===== config.mk =====
export PLATFORM = sky130hd
export DESIGN_NAME = rv32_bram_arbiter
export DESIGN_NICKNAME = d
export VERILOG_FILES = /design/src/rtl/rv32_bram_arb_pkg.sv /design/src/rtl/rv32_arb2.sv /design/src/rtl/rv32_bram_arbiter.sv
export SDC_FILE = /design/constraint.sdc
export NUM_CORES = 1
export LEC_CHECK = 0
export ABC_AREA = 1
export BUFFER_PORTS_ARGS = -buffer_cell sky130_fd_sc_hd__buf_2
export CAP_MARGIN = 20
export CORE_MARGIN = 2
export CORE_UTILIZATION = 47
export CTS_CLUSTER_DIAMETER = 50
export CTS_CLUSTER_SIZE = 16
export DETAILED_ROUTE_END_ITERATION = 6
export HOLD_SLACK_MARGIN = 0.05
export PLACE_DENSITY_LB_ADDON = 0.25
export REMOVE_ABC_BUFFERS = 1
export SLEW_MARGIN = 0
export SYNTH_ARGS = -nofsm -noshare
export SYNTH_HDL_FRONTEND = slang
export SYNTH_SLANG_ARGS = --single-unit

===== constraint.sdc =====
create_clock -name clk -period 3.9 [get_ports clk]
set_input_delay 0.195 -clock clk [delete_from_list [all_inputs] [get_ports clk]]
set_output_delay 0.195 -clock clk [all_outputs]
set_load 0.03 [all_outputs]

===== src/rtl/rv32_bram_arb_pkg.sv =====
// Shared types and helpers for the RV32 block-RAM arbiter.
// Used by rv32_arb2 and rv32_bram_arbiter. RV32_BRAM_ARB_RR_EN selects round-robin ties.
package rv32_bram_arb_pkg;

    typedef enum logic [2:0] {IDLE, RD, WR, RMW_RD, RMW_WR, RESP} state_e;
    typedef enum logic {OWN_IF, OWN_D} owner_e;

    localparam logic [3:0] BE_FULL = 4'b1111;

    // Lanes with be[i] set take the store data; the rest keep the RAM word.
    function automatic logic [31:0] byte_merge(input logic [31:0] old_word,
                                               input logic [31:0] new_word,
                                               input logic [3:0]  be);
        logic [31:0] merged;
        merged = old_word;
        for (int unsigned i = 0; i < 4; i++) begin
            if (be[i]) merged[8*i +: 8] = new_word[8*i +: 8];
        end
        return merged;
    endfunction

endpackage


===== src/rtl/rv32_arb2.sv =====
// Two-way fetch/data grant plus last_grant history.
// RV32_BRAM_ARB_RR_EN: round-robin ties; otherwise the data port wins every tie.
module rv32_arb2
    import rv32_bram_arb_pkg::*;
(
    input  logic   clk,
    input  logic   rst_n,
    input  logic   en,
    input  logic   req_if,
    input  logic   req_d,
    output logic   gnt_if,
    output logic   gnt_d,
    output owner_e last_grant
);

    logic tie_to_if;

    always_comb begin
`ifdef RV32_BRAM_ARB_RR_EN
        tie_to_if = (last_grant == OWN_D);
`else
        tie_to_if = 1'b0;
`endif
    end

    always_comb begin
        gnt_if = 1'b0;
        gnt_d  = 1'b0;
        if (en) begin
            if (req_if && req_d) begin
                gnt_if = tie_to_if;
                gnt_d  = !tie_to_if;
            end else begin
                gnt_if = req_if;
                gnt_d  = req_d;
            end
        end
    end

    always_ff @(posedge clk or negedge rst_n) begin
        if (!rst_n)      last_grant <= OWN_D;
        else if (gnt_if) last_grant <= OWN_IF;
        else if (gnt_d)  last_grant <= OWN_D;
    end

endmodule


===== src/rtl/rv32_bram_arbiter.sv =====
// Shares one block RAM between the RV32 fetch and load/store ports; sub-word stores use read-modify-write.
// Tie arbitration is round-robin when RV32_BRAM_ARB_RR_EN is defined, data-first otherwise.
module rv32_bram_arbiter
    import rv32_bram_arb_pkg::*;
#(
    parameter int unsigned WORD_SIZE = 32,
    parameter int unsigned ADDR_SIZE = 8
) (
    input  logic                 clk,
    input  logic                 rst_n,
    input  logic                 if_req_valid,
    output logic                 if_req_ready,
    input  logic [ADDR_SIZE+1:0] if_req_addr,
    output logic                 if_resp_valid,
    output logic [WORD_SIZE-1:0] if_resp_rdata,
    input  logic                 d_req_valid,
    output logic                 d_req_ready,
    input  logic                 d_req_we,
    input  logic [3:0]           d_req_be,
    input  logic [ADDR_SIZE+1:0] d_req_addr,
    input  logic [WORD_SIZE-1:0] d_req_wdata,
    output logic                 d_resp_valid,
    output logic [WORD_SIZE-1:0] d_resp_rdata,
    output logic                 bram_wen,
    output logic [ADDR_SIZE-1:0] bram_waddr,
    output logic [WORD_SIZE-1:0] bram_wdata,
    output logic                 bram_ren,
    output logic [ADDR_SIZE-1:0] bram_raddr,
    input  logic [WORD_SIZE-1:0] bram_rdata
);

    state_e               state, state_nxt;
    owner_e               owner;
    logic                 accept_en;
    logic [ADDR_SIZE-1:0] addr_q;
    logic                 we_q;
    logic [3:0]           be_q;
    logic [WORD_SIZE-1:0] wdata_q;

    always_comb accept_en = (state == IDLE) && rst_n;

    // last_grant changes only on accept, so it doubles as the latched owner.
    rv32_arb2 u_arb (
        .clk        (clk),
        .rst_n      (rst_n),
        .en         (accept_en),
        .req_if     (if_req_valid),
        .req_d      (d_req_valid),
        .gnt_if     (if_req_ready),
        .gnt_d      (d_req_ready),
        .last_grant (owner)
    );

    always_ff @(posedge clk or negedge rst_n) begin
        if (!rst_n) begin
            state   <= IDLE;
            addr_q  <= '0;
            we_q    <= 1'b0;
            be_q    <= '0;
            wdata_q <= '0;
        end else begin
            state <= state_nxt;
            if (if_req_ready) begin
                addr_q  <= if_req_addr[ADDR_SIZE+1:2];
                we_q    <= 1'b0;
                be_q    <= '0;
                wdata_q <= '0;
            end else if (d_req_ready) begin
                addr_q  <= d_req_addr[ADDR_SIZE+1:2];
                we_q    <= d_req_we;
                be_q    <= d_req_be;
                wdata_q <= d_req_wdata;
            end
        end
    end

    always_comb begin
        state_nxt     = state;
        bram_ren      = 1'b0;
        bram_raddr    = '0;
        bram_wen      = 1'b0;
        bram_waddr    = '0;
        bram_wdata    = '0;
        if_resp_valid = 1'b0;
        if_resp_rdata = '0;
        d_resp_valid  = 1'b0;
        d_resp_rdata  = '0;
        unique case (state)
            IDLE: begin
                if (if_req_ready) begin
                    state_nxt = RD;
                end else if (d_req_ready) begin
                    if (!d_req_we)                state_nxt = RD;
                    else if (d_req_be == BE_FULL) state_nxt = WR;
                    else if (d_req_be == 4'b0000) state_nxt = RESP;
                    else                          state_nxt = RMW_RD;
                end
            end
            RD: begin
                bram_ren   = 1'b1;
                bram_raddr = addr_q;
                state_nxt  = RESP;
            end
            WR: begin
                bram_wen   = 1'b1;
                bram_waddr = addr_q;
                bram_wdata = wdata_q;
                state_nxt  = RESP;
            end
            RMW_RD: begin
                bram_ren   = 1'b1;
                bram_raddr = addr_q;
                state_nxt  = RMW_WR;
            end
            RMW_WR: begin
                bram_wen   = 1'b1;
                bram_waddr = addr_q;
                bram_wdata = byte_merge(bram_rdata, wdata_q, be_q);
                state_nxt  = RESP;
            end
            RESP: begin
                if (owner == OWN_IF) begin
                    if_resp_valid = 1'b1;
                    if_resp_rdata = bram_rdata;
                end else begin
                    d_resp_valid = 1'b1;
                    d_resp_rdata = we_q ? '0 : bram_rdata;
                end
                state_nxt = IDLE;
            end
            default: state_nxt = IDLE;
        endcase
    end

endmodule


==> results of run 1 <==
-- worst register-to-register path, delay by kind of cell, from the launching register on --
kind	cells	cell delay, ns
and+or+nand+nor	5	0.79
buffers and inverters	3	0.66
DFF	1	0.42
-- worst paths after layout --
kind	start	endpoint	slack (ns)	cells after the start
hold / removal	d_req_wdata[29]	wdata_q[29]	0.11	3
min in group asynchronous	rst_n	state[2]	0.32	2
setup / recovery	state[1]	bram_wdata[21]	1.33	6
setup reg to reg	state[2]	state[0]	1.97	8
max in group asynchronous	rst_n	addr_q[7]	2.74	3
hold reg to reg	u_arb.last_grant	u_arb.last_grant	0.49	2
-- layout make-up --
cell class	instances	area [um^2]
clock buffers	7	86.3
fillers	654	2360
inverters	104	390
multi-input cells	361	1570
flip-flops and latches	49	1230
well taps	96	120
repair buffers	211	1080
-- registers in the layout, indices dropped and copies added, names as in the netlist --
register / count
state: 3
wdata_q: 32
addr_q: 8
be_q: 4
we_q: 1
u_arb.last_grant: 1
-- timing repair --
item                                   in CTS  in global routing
hold buffers                                1                  0
buffers inserted                            0                  0
resized for setup                           0                  0
endpoints found under the hold margin       8                  0
-- metal layers --
layer  GRT usage (%)  vias to the layer above  wire, um
met5               0                        -         0
met4            4.41                        0        69
met2            47.1                      170      5230
met1            32.5                     1770      4200
li1                -                     2003         -
met3            3.82                        6       759
-- synth_stat cells --
master and n:
sky130_fd_sc_hd__nand2_1 146, sky130_fd_sc_hd__inv_1 100, sky130_fd_sc_hd__o21ai_0 93, sky130_fd_sc_hd__nor2_1 91
sky130_fd_sc_hd__dfrtp_1 48, sky130_fd_sc_hd__nand3_1 15, sky130_fd_sc_hd__buf_2 13, sky130_fd_sc_hd__clkbuf_1 11
sky130_fd_sc_hd__inv_2 4, sky130_fd_sc_hd__o21ai_1 4, sky130_fd_sc_hd__buf_4 3, sky130_fd_sc_hd__a21oi_1 2
sky130_fd_sc_hd__buf_6 2, sky130_fd_sc_hd__nand4_1 2, sky130_fd_sc_hd__a21oi_4 1, sky130_fd_sc_hd__dfstp_2 1
sky130_fd_sc_hd__nand3_4 1, sky130_fd_sc_hd__nand3b_1 1, sky130_fd_sc_hd__nand4_4 1, sky130_fd_sc_hd__nor2_2 1
sky130_fd_sc_hd__nor2_4 1, sky130_fd_sc_hd__nor3b_1 1, sky130_fd_sc_hd__o22ai_1 1
-- logic make-up after synthesis --
logic type | after synthesis | synth area share (%)
flops | 49 | 36.8
compound gates | 101 | 15.5
buf+inv | 133 | 16.2
simple gates | 260 | 31.4
-- power groups by stage --
stage                     logic (mW)  registers, mW  clock network (mW)
after global placement          1.47          0.935                   0
after detailed placement        1.51          0.949                   0
after global routing            1.69          0.982               0.328
final                           1.52          0.942               0.301
after floorplan                 1.08          0.901                   0
after CTS                       1.52          0.939               0.311
-- per-stage QoR --
step	util, %	power [mW]	worst slack [ns]
3_3_place_gp	63.8	2.41	1.69
5_1_grt	65.4	3.00	1.14
2_1_floorplan	-	1.98	1.53
3_5_place_dp	63.8	2.46	1.67
4_1_cts	65.2	2.77	1.33
6_report	65.4	2.76	1.33
==> flow_summary_export.csv, run 1 <==
group,metric,value,unit
yosys,post_synth_inst_count,543,
pwr,powerDensity,617,nW/um^2
pwr,cell_internal_pwr,1.33,mW
cells_and_area,final_layout_size_suffix_gt1_share,30.9,%
yosys,yosys_warnings,0,
yosys,synth_area_leader_cell,"sky130_fd_sc_hd__dfrtp_1",
sta,setup_repair_after_global_routing_missed_its_margin,"false",
yosys,ys_seq_elements,49,
cells_and_area,instances_no_fill,828,
yosys,mapped_cell_area,3340,um^2
route,drt_pass1_iterations,4,
sta,finalSetupViolCount,0,
sta,final_min_period_over_clock_period,65.9,%
pwr,static_power_due_to_leakage,2.74,nW
floorplanning,die_w,88.2,um
yosys,netlist_top_cells_area,"sky130_fd_sc_hd__dfrtp_1, sky130_fd_sc_hd__nand2_1, sky130_fd_sc_hd__o21ai_0",
cells_and_area,area_delta_synth_final,34.0,%
clock_network,clkSlewWorstSetupHoldPaths,0.09,ns
setup_path,worst-endpoint-arrival,2.37,ns
place,post_dp_hpwl,7.49,mm
status,outcome,"complete, no violations",
route,avgRoutedWirePerCell,12.4,um
sta,pin_slew_with_the_least_headroom_to_its_limit,1.09,ns
floorplanning,initial_core_utilization,48.8,%
yosys,yosys.area.top_type_share,36.0,%
setup_path,path_cells,"nor2_4 -> nand2_1 -> inv_1 -> nand2_1 -> o21ai_0 -> buf_2",
clock_network,clk-insertion-delay-late,0.29,ns
setup_path,timing.critical_path.slowest_stage_cell,"sky130_fd_sc_hd__inv_1",
sta,period_minus_slack,2.57,ns
route,dr_total_vias,3949,
global_routing,grt_pass1_wl,15.9,mm
sta,achievable-frequency,389,MHz
setup_path,crit_path_start_kind,"flip-flop",
route,postRouteWirelength,10.3,mm
setup_path,crit_type,"flip-flop to primary output",
place,area_post_placement,4360,um^2
sta,finalHoldWorstSlack,0.106,ns
setup_path,critPathRequiredTime,3.70,ns
setup_path,max_stage_delay,0.77,ns
pwr,peak_vdd_ir,0.396,mV
worst_hold_path,min_path_type,"primary input to flip-flop",
setup_path,cp.buffers_inverters,2,
clock_network,cts_root_buf,"sky130_fd_sc_hd__clkbuf_8",
sta,final_max_slew_viol_count,0,
global_routing,grt_antenna_before_repair,0,
sta,timing.final.hold_violations,0,
global_routing,grt_max_degree,42,
route,drt_iter0_drc,132,
setup_path,crit_fanout,32,
flow_run,cap_viol_max_count,0,
place,placed_cell_count,819,
floorplanning,floorplan.io_pins,211,
sta,tns,0,ns
clock_network,cts-buffers-inserted,5,
floorplanning,fp-row-count,30,
place,buffer_ports.inserted,206,
sta,fin_worst_skew,0.00780,ns
floorplanning,placeable_core_region,6830,um^2
setup_path,worst_path_most_repeated_cell,"sky130_fd_sc_hd__nand2_1",
yosys,synthesis.area_per_instance,6.14,um^2
clock_network,tritoncts,"done",
pwr,combPwrFrac,54.9,%
clock_network,h-tree-depth,2,
route,avg_vias_per_cell,4.77,
cells_and_area,layout_common_cells,"sky130_fd_sc_hd__buf_2, sky130_fd_sc_hd__nand2_1, sky130_fd_sc_hd__inv_1",
setup_path,setup.worst_path.end_class,"primary output",
place,place.gp.congestion,0.880,
yosys,sequential_area_share_after_synthesis,36.8,%
pwr,power_frac_clock,10.9,%
global_routing,first_global_vias,3477,
route,drt_drc_violations_left,0,
pwr,net_switching_fraction_of_the_power,51.9,%
cells_and_area,antenna-diode-count,0,
yosys,netlist-cell-type-count,23,
global_routing,grt_usage,25.7,%
clock_network,numClockSinks,49,
clock_network,max-clock-path-buffers,2,
cells_and_area,layout_commonest_cell,"sky130_fd_sc_hd__buf_2",
sta,max_slew_margin,27.2,%
floorplanning,die_span_in_y,88.2,um
pwr,power_frac_seq,34.1,%
floorplanning,dieArea,7790,um^2
global_routing,grt.overflow.total,0,
route,antenna_left,0,
setup_path,critical_path.top_delay_family,"buffers and inverters",
cells_and_area,layout.nets,825,
cells_and_area,stdcell_area,4470,um^2
pwr,switching_pwr,1.43,mW
(Power assumes the default switching activity.)
==> run 2: changes to the inputs <==
--- a/config.mk
+++ b/config.mk
@@ -9,7 +9,7 @@
 export BUFFER_PORTS_ARGS = -buffer_cell sky130_fd_sc_hd__buf_2
 export CAP_MARGIN = 20
 export CORE_MARGIN = 2
-export CORE_UTILIZATION = 47
+export CORE_UTILIZATION = 39
 export CTS_CLUSTER_DIAMETER = 50
 export CTS_CLUSTER_SIZE = 16
 export DETAILED_ROUTE_END_ITERATION = 6
==> constraint.sdc (replaced) <==
create_clock -name clk -period 2.3 [get_ports clk]
set_input_delay 0.115 -clock clk [delete_from_list [all_inputs] [get_ports clk]]
set_output_delay 0.115 -clock clk [all_outputs]
set_load 0.03 [all_outputs]
==> flow_summary_export.csv, run 2 (synthesis gave the netlist of run 1 again) <==
group,metric,value,unit
global_routing,grt_util_met2,43.1,%
floorplanning,dieArea,9310,um^2
route,dr_total_vias,4036,
sta,tns,0,ns
clock_network,max-clock-path-buffers,2,
clock_network,clk-insertion-delay-late,0.30,ns
clock_network,numClockSinks,49,
clock_network,tritoncts,"done",
clock_network,cts-buffers-inserted,5,
pwr,powerDensity,996,nW/um^2
worst_hold_path,min_path_type,"primary input to flip-flop",
global_routing,grtUsageMet1,26.3,%
pwr,combPwrFrac,54.7,%
pwr,power,4.85,mW
setup_path,worst-endpoint-arrival,1.99,ns
setup_path,crit_path_start_kind,"flip-flop",
place,buffer_ports.inserted,206,
cells_and_area,layout_commonest_cell,"sky130_fd_sc_hd__buf_2",
clock_network,clkSlewWorstSetupHoldPaths,0.09,ns
cells_and_area,layout_common_cells,"sky130_fd_sc_hd__buf_2, sky130_fd_sc_hd__nand2_1, sky130_fd_sc_hd__inv_1",
setup_path,crit_type,"flip-flop to primary output",
floorplanning,initial_core_utilization,40.4,%
sta,achievable-frequency,474,MHz
global_routing,grt_antenna_before_repair,0,
cells_and_area,largest_regs,"wdata_q (32), addr_q (8), be_q (4)",
floorplanning,floorplan.io_pins,211,
global_routing,grt_pass1_wl,16.7,mm
route,postRouteWirelength,10.6,mm
sta,period_minus_slack,2.11,ns
sta,final_max_slew_viol_count,0,
route,avgRoutedWirePerCell,12.1,um
sta,final_min_period_over_clock_period,91.7,%
sta,postLayoutSetupSlackWorst,0.190,ns
sta,fin_worst_skew,0.00929,ns
cells_and_area,antenna-diode-count,0,
pwr,peak_vdd_ir,0.521,mV
global_routing,globalRouteMet3Util,3.96,%
floorplanning,die_w,96.5,um
sta,setup_repair_after_global_routing_missed_its_margin,"false",
sta,max_slew_margin,55.3,%
cells_and_area,final_layout_size_suffix_gt1_share,30.1,%
place,post_dp_hpwl,7.54,mm
clock_network,post_cts_resize_count,0,
status,outcome,"complete, no violations",
setup_path,setup.worst_path.end_class,"primary output",
pwr,switching_pwr,2.45,mW
pwr,power_frac_clock,12.4,%
route,avg_vias_per_cell,4.62,
place,place.gp.congestion,0.851,
route,antenna_left,0,
global_routing,gr-max-usage-layer,"met2",
cells_and_area,largest_register_ff_count,32,
place,place_ws,0.384,ns
setup_path,cp.buffers_inverters,2,
setup_path,path_cells,"nor2_4 -> nand4_4 -> inv_2 -> buf_2",
setup_path,crit_fanout,36,
pwr,static_power_due_to_leakage,2.91,nW
global_routing,grt.overflow.total,0,
flow_run,cap_viol_max_count,0,
global_routing,first_global_vias,3696,
floorplanning,die_span_in_y,96.5,um
pwr,cell_internal_pwr,2.40,mW
pwr,power_frac_seq,32.9,%
floorplanning,fp-row-count,33,
route,drt_drc_violations_left,0,
route,drt_iter0_drc,113,
sta,pin_slew_with_the_least_headroom_to_its_limit,0.669,ns
global_routing,grt_max_degree,37,
route,drt_pass1_iterations,4,
cells_and_area,registers.top_by_ff_count,"wdata_q",
clock_network,cts_root_buf,"sky130_fd_sc_hd__clkbuf_8",
sta,finalSetupViolCount,0,
setup_path,critical_path.top_delay_family,"buffers and inverters",
floorplanning,placeable_core_region,8260,um^2
pwr,net_switching_fraction_of_the_power,50.5,%
setup_path,timing.critical_path.slowest_stage_cell,"sky130_fd_sc_hd__inv_2",
cells_and_area,layout.nets,860,
global_routing,grt_usage,22.5,%
clock_network,h-tree-depth,2,
sta,timing.final.hold_violations,0,
setup_path,max_stage_delay,0.53,ns
setup_path,critPathRequiredTime,2.18,ns
cells_and_area,area_delta_synth_final,45.9,%
[run 2: cell types whose count changed in the layout (fill, tap and decap cells not counted), sizes merged]
| cell | delta |
|---|---|
| clkbuf | -1 |
| bufinv | +1 |
| clkinv | +1 |
| dlygate4sd3 | +31 |
| buf | +4 |
[run 2: stage by stage]
step           hold slack [ns]  instances  area, um^2  utilization, %
2_1_floorplan           -0.181        514        3180               -
3_3_place_gp           -0.0665        832        4410            53.4
3_5_place_dp           -0.0646        832        4410            53.4
4_1_cts                 0.0548        872        4840            58.6
5_1_grt                 0.0655        873        4870            58.9
6_report                0.0684        873        4870            58.9
[run 2: per-layer routing]
layer  wire length (um)  part of all wire, %
met1               4410                   42
met2               5390                   51
met3                717                  6.8
met4                 81                 0.76
met5                  0                    0
[run 2: area by class of cell]
cell class / instances / area [um^2]
clock buffer: 6 / 72.6
clock inverter: 2 / 35.0
fill: 839 / 3390
inverter: 104 / 390
multi-input combinational: 361 / 1570
sequential: 49 / 1230
tap: 105 / 131
timing repair buffer: 246 / 1440
[run 2: worst register-to-register path: cells and delay by family, from the launching register on]
| family | cells | cell delay, ns |
|---|---|---|
| buffers and inverters | 1 | 0.24 |
| flip-flops | 1 | 0.45 |
| AO/OA/AOI/OAI | 2 | 0.52 |
| AND/OR/NAND/NOR | 3 | 0.46 |
[run 2: power groups by stage]
stage	logic, mW	clock network (mW)	registers, mW
2_1_floorplan	1.82	0	1.53
5_1_grt	2.97	0.651	1.66
3_3_place_gp	2.55	0	1.59
4_1_cts	2.66	0.633	1.59
6_report	2.65	0.602	1.60
3_5_place_dp	2.61	0	1.61
[run 2: worst paths after layout]
| kind | from | to | slack, ns | cells after the start |
|---|---|---|---|---|
| min reg2reg | addr_q[3] | addr_q[3] | 0.49 | 2 |
| max | state[1] | d_req_ready | 0.19 | 4 |
| min in group asynchronous | rst_n | state[0] | 0.19 | 2 |
| min | d_req_wdata[4] | wdata_q[4] | 0.07 | 3 |
| max reg2reg | state[1] | be_q[3] | 0.51 | 6 |
| max in group asynchronous | rst_n | u_arb.last_grant | 1.46 | 3 |
[run 2: repair_timing]
action / 4_1_cts / 5_1_grt
setup endpoints to repair: 0 / 0
buffers inserted: 0 / 0
endpoints found under the hold margin: 79 / 0
hold buffers: 32 / 0
==> run 3: changes to the inputs <==
--- a/config.mk
+++ b/config.mk
@@ -8,8 +8,10 @@
 export ABC_AREA = 1
 export BUFFER_PORTS_ARGS = -buffer_cell sky130_fd_sc_hd__buf_2
 export CAP_MARGIN = 20
+export CELL_PAD_IN_SITES_DETAIL_PLACEMENT = 0
+export CELL_PAD_IN_SITES_GLOBAL_PLACEMENT = 1
 export CORE_MARGIN = 2
-export CORE_UTILIZATION = 39
+export CORE_UTILIZATION = 25
 export CTS_CLUSTER_DIAMETER = 50
 export CTS_CLUSTER_SIZE = 16
 export DETAILED_ROUTE_END_ITERATION = 6
==> flow_summary_export.csv, run 3 (synthesis gave the netlist of run 1 again) <==
group,metric,value,unit
status,outcome,"complete, no violations",
clock_network,cts_root_buf,"sky130_fd_sc_hd__clkbuf_16",
cells_and_area,largest_register_ff_count,32,
sta,setup_repair_after_global_routing_missed_its_margin,"false",
floorplanning,placeable_core_region,13100,um^2
place,place.gp.congestion,0.750,
sta,tns,0,ns
route,drt_drc_violations_left,0,
setup_path,setup.worst_path.end_class,"primary output",
route,dr_total_vias,3996,
setup_path,max_stage_delay,0.57,ns
clock_network,numClockSinks,49,
route,drt_pass1_iterations,4,
floorplanning,dieArea,14300,um^2
cells_and_area,fillers,1442,
cells_and_area,registers.top_by_ff_count,"wdata_q",
sta,fin_worst_skew,0.00309,ns
setup_path,cp.buffers_inverters,4,
setup_path,crit_fanout,28,
route,antenna_left,0,
clock_network,clk-insertion-delay-late,0.28,ns
global_routing,grt_usage,16.2,%
cells_and_area,layout.core_utilization,37.3,%
cells_and_area,layout.nets,855,
setup_path,worst_path_most_repeated_cell,"sky130_fd_sc_hd__buf_2",
setup_path,path_cells,"dlygate4sd3_1 -> buf_2 -> nand4_4 -> clkinv_2 -> buf_2",
global_routing,grt.overflow.total,0,
global_routing,grt_antenna_before_repair,1,
setup_path,crit_type,"primary input to primary output",
clock_network,clkSlewWorstSetupHoldPaths,0.07,ns
floorplanning,initial_core_utilization,25.4,%
cells_and_area,instances_no_fill,940,
sta,postLayoutSetupSlackWorst,0.248,ns
clock_network,max-clock-path-buffers,2,
cells_and_area,ff_latch_area,1230,um^2
place,placed_cell_count,909,
setup_path,critPathRequiredTime,2.18,ns
worst_hold_path,min_path_type,"primary input to flip-flop",
sta,pin_slew_with_the_least_headroom_to_its_limit,0.555,ns
route,avg_vias_per_cell,4.25,
clock_network,tritoncts,"done",
place,buffer_ports.inserted,206,
place,post_dp_hpwl,8.62,mm
cells_and_area,layout_common_cells,"sky130_fd_sc_hd__buf_2, sky130_fd_sc_hd__nand2_1, sky130_fd_sc_hd__inv_1",
pwr,static_power_due_to_leakage,2.89,nW
pwr,peak_vdd_ir,0.429,mV
place,place_ws,0.504,ns
pwr,powerDensity,1010,nW/um^2
floorplanning,floorplan.io_pins,211,
cells_and_area,area_of_the_multi_input_gates,1570,um^2
route,postRouteWirelength,11.7,mm
sta,timing.final.hold_violations,0,
global_routing,grt_pass1_wl,19.0,mm
sta,finalHoldWorstSlack,0.0490,ns
flow_run,cap_viol_max_count,0,
global_routing,grt_max_degree,41,
sta,achievable-frequency,487,MHz
clock_network,cts.repair_timing.setup_buffer_count,0,
route,drt_iter0_drc,188,
clock_network,h-tree-depth,2,
setup_path,worst-endpoint-arrival,1.94,ns
sta,period_minus_slack,2.05,ns
cells_and_area,largest_regs,"wdata_q (32), addr_q (8), be_q (4)",
floorplanning,die_w,120,um
route,avgRoutedWirePerCell,12.4,um
cells_and_area,stdcell_area,4910,um^2
pwr,power,4.98,mW
cells_and_area,final_layout_size_suffix_gt1_share,30.7,%
setup_path,crit_path_start_kind,"primary input",
floorplanning,fp-row-count,42,
place,area_post_placement,4550,um^2
global_routing,first_global_vias,3838,
cells_and_area,layout_commonest_cell,"sky130_fd_sc_hd__buf_2",
floorplanning,die_span_in_y,120,um
setup_path,timing.critical_path.slowest_stage_cell,"sky130_fd_sc_hd__dlygate4sd3_1",
clock_network,cts-buffers-inserted,5,
sta,max_slew_margin,63.0,%
sta,final_min_period_over_clock_period,89.2,%
cells_and_area,area_delta_synth_final,47.1,%
sta,final_max_slew_viol_count,0,
sta,finalSetupViolCount,0,
setup_path,critical_path.top_delay_family,"buffers and inverters",
==> run 3: cell types whose count changed in the layout (fill, tap and decap cells not counted) <==
cell and delta:
sky130_fd_sc_hd__clkbuf_16 +5, sky130_fd_sc_hd__clkbuf_8 -5, sky130_fd_sc_hd__inv_2 -1, sky130_fd_sc_hd__bufinv_16 -1, sky130_fd_sc_hd__diode_2 +1, sky130_fd_sc_hd__buf_16 -1, sky130_fd_sc_hd__buf_4 +6, sky130_fd_sc_hd__dlygate4sd3_1 -10
sky130_fd_sc_hd__clkbuf_1 +2
==> run 3: worst reg2reg max path, cell delays in order (launching register included) <==
cell and delay, ns:
sky130_fd_sc_hd__dfrtp_1 0.40, sky130_fd_sc_hd__inv_2 0.11, sky130_fd_sc_hd__nand4_4 0.15, sky130_fd_sc_hd__clkinv_2 0.43
sky130_fd_sc_hd__buf_4 0.34, sky130_fd_sc_hd__nand2_1 0.05, sky130_fd_sc_hd__o21ai_0 0.09
==> run 3: final cells by class <==
cell class | count | share of cell area [%]
multi-input cells | 361 | 31.9
repair buffers | 241 | 27.7
flip-flops and latches | 49 | 25.0
inverters | 104 | 7.98
well taps | 176 | 4.49
clock buffers | 8 | 2.78
diodes | 1 | 0.0510
==> run 3: worst paths after layout <==
path                       slack (ns)  cells after the start     endpoint             from
setup / recovery                 0.25                      5  d_req_ready            rst_n
hold / removal                   0.05                      3  wdata_q[31]  d_req_wdata[31]
setup reg to reg                 0.60                      6  wdata_q[15]         state[2]
hold reg to reg                  0.48                      2    addr_q[6]        addr_q[6]
max in group asynchronous        1.10                      3   wdata_q[4]            rst_n
min in group asynchronous        0.34                      2    addr_q[4]            rst_n
==> run 3: report_power, final <==
group / leakage, nW / switching [mW] / total (mW) / internal [mW]
clock network: 0.0652 / 0.314 / 0.720 / 0.406
logic: 2.20 / 1.86 / 2.66 / 0.802
registers: 0.624 / 0.325 / 1.60 / 1.28
==> run 3: per-layer routing <==
| metal | track usage (%) | up-vias | part of all wire (%) |
|---|---|---|---|
| li1 | - | 2068 | - |
| met1 | 20.7 | 1789 | 45 |
| met2 | 28.3 | 130 | 48 |
| met3 | 3.33 | 9 | 6.1 |
| met4 | 3.75 | 0 | 1.4 |
| met5 | 0 | - | 0 |
==> run 3: what timing repair did <==
item                                   4_1_cts  5_1_grt
setup endpoints to repair                    0        1
gates resized for setup                      0        1
endpoints found under the hold margin       30        0
hold buffers                                22        0
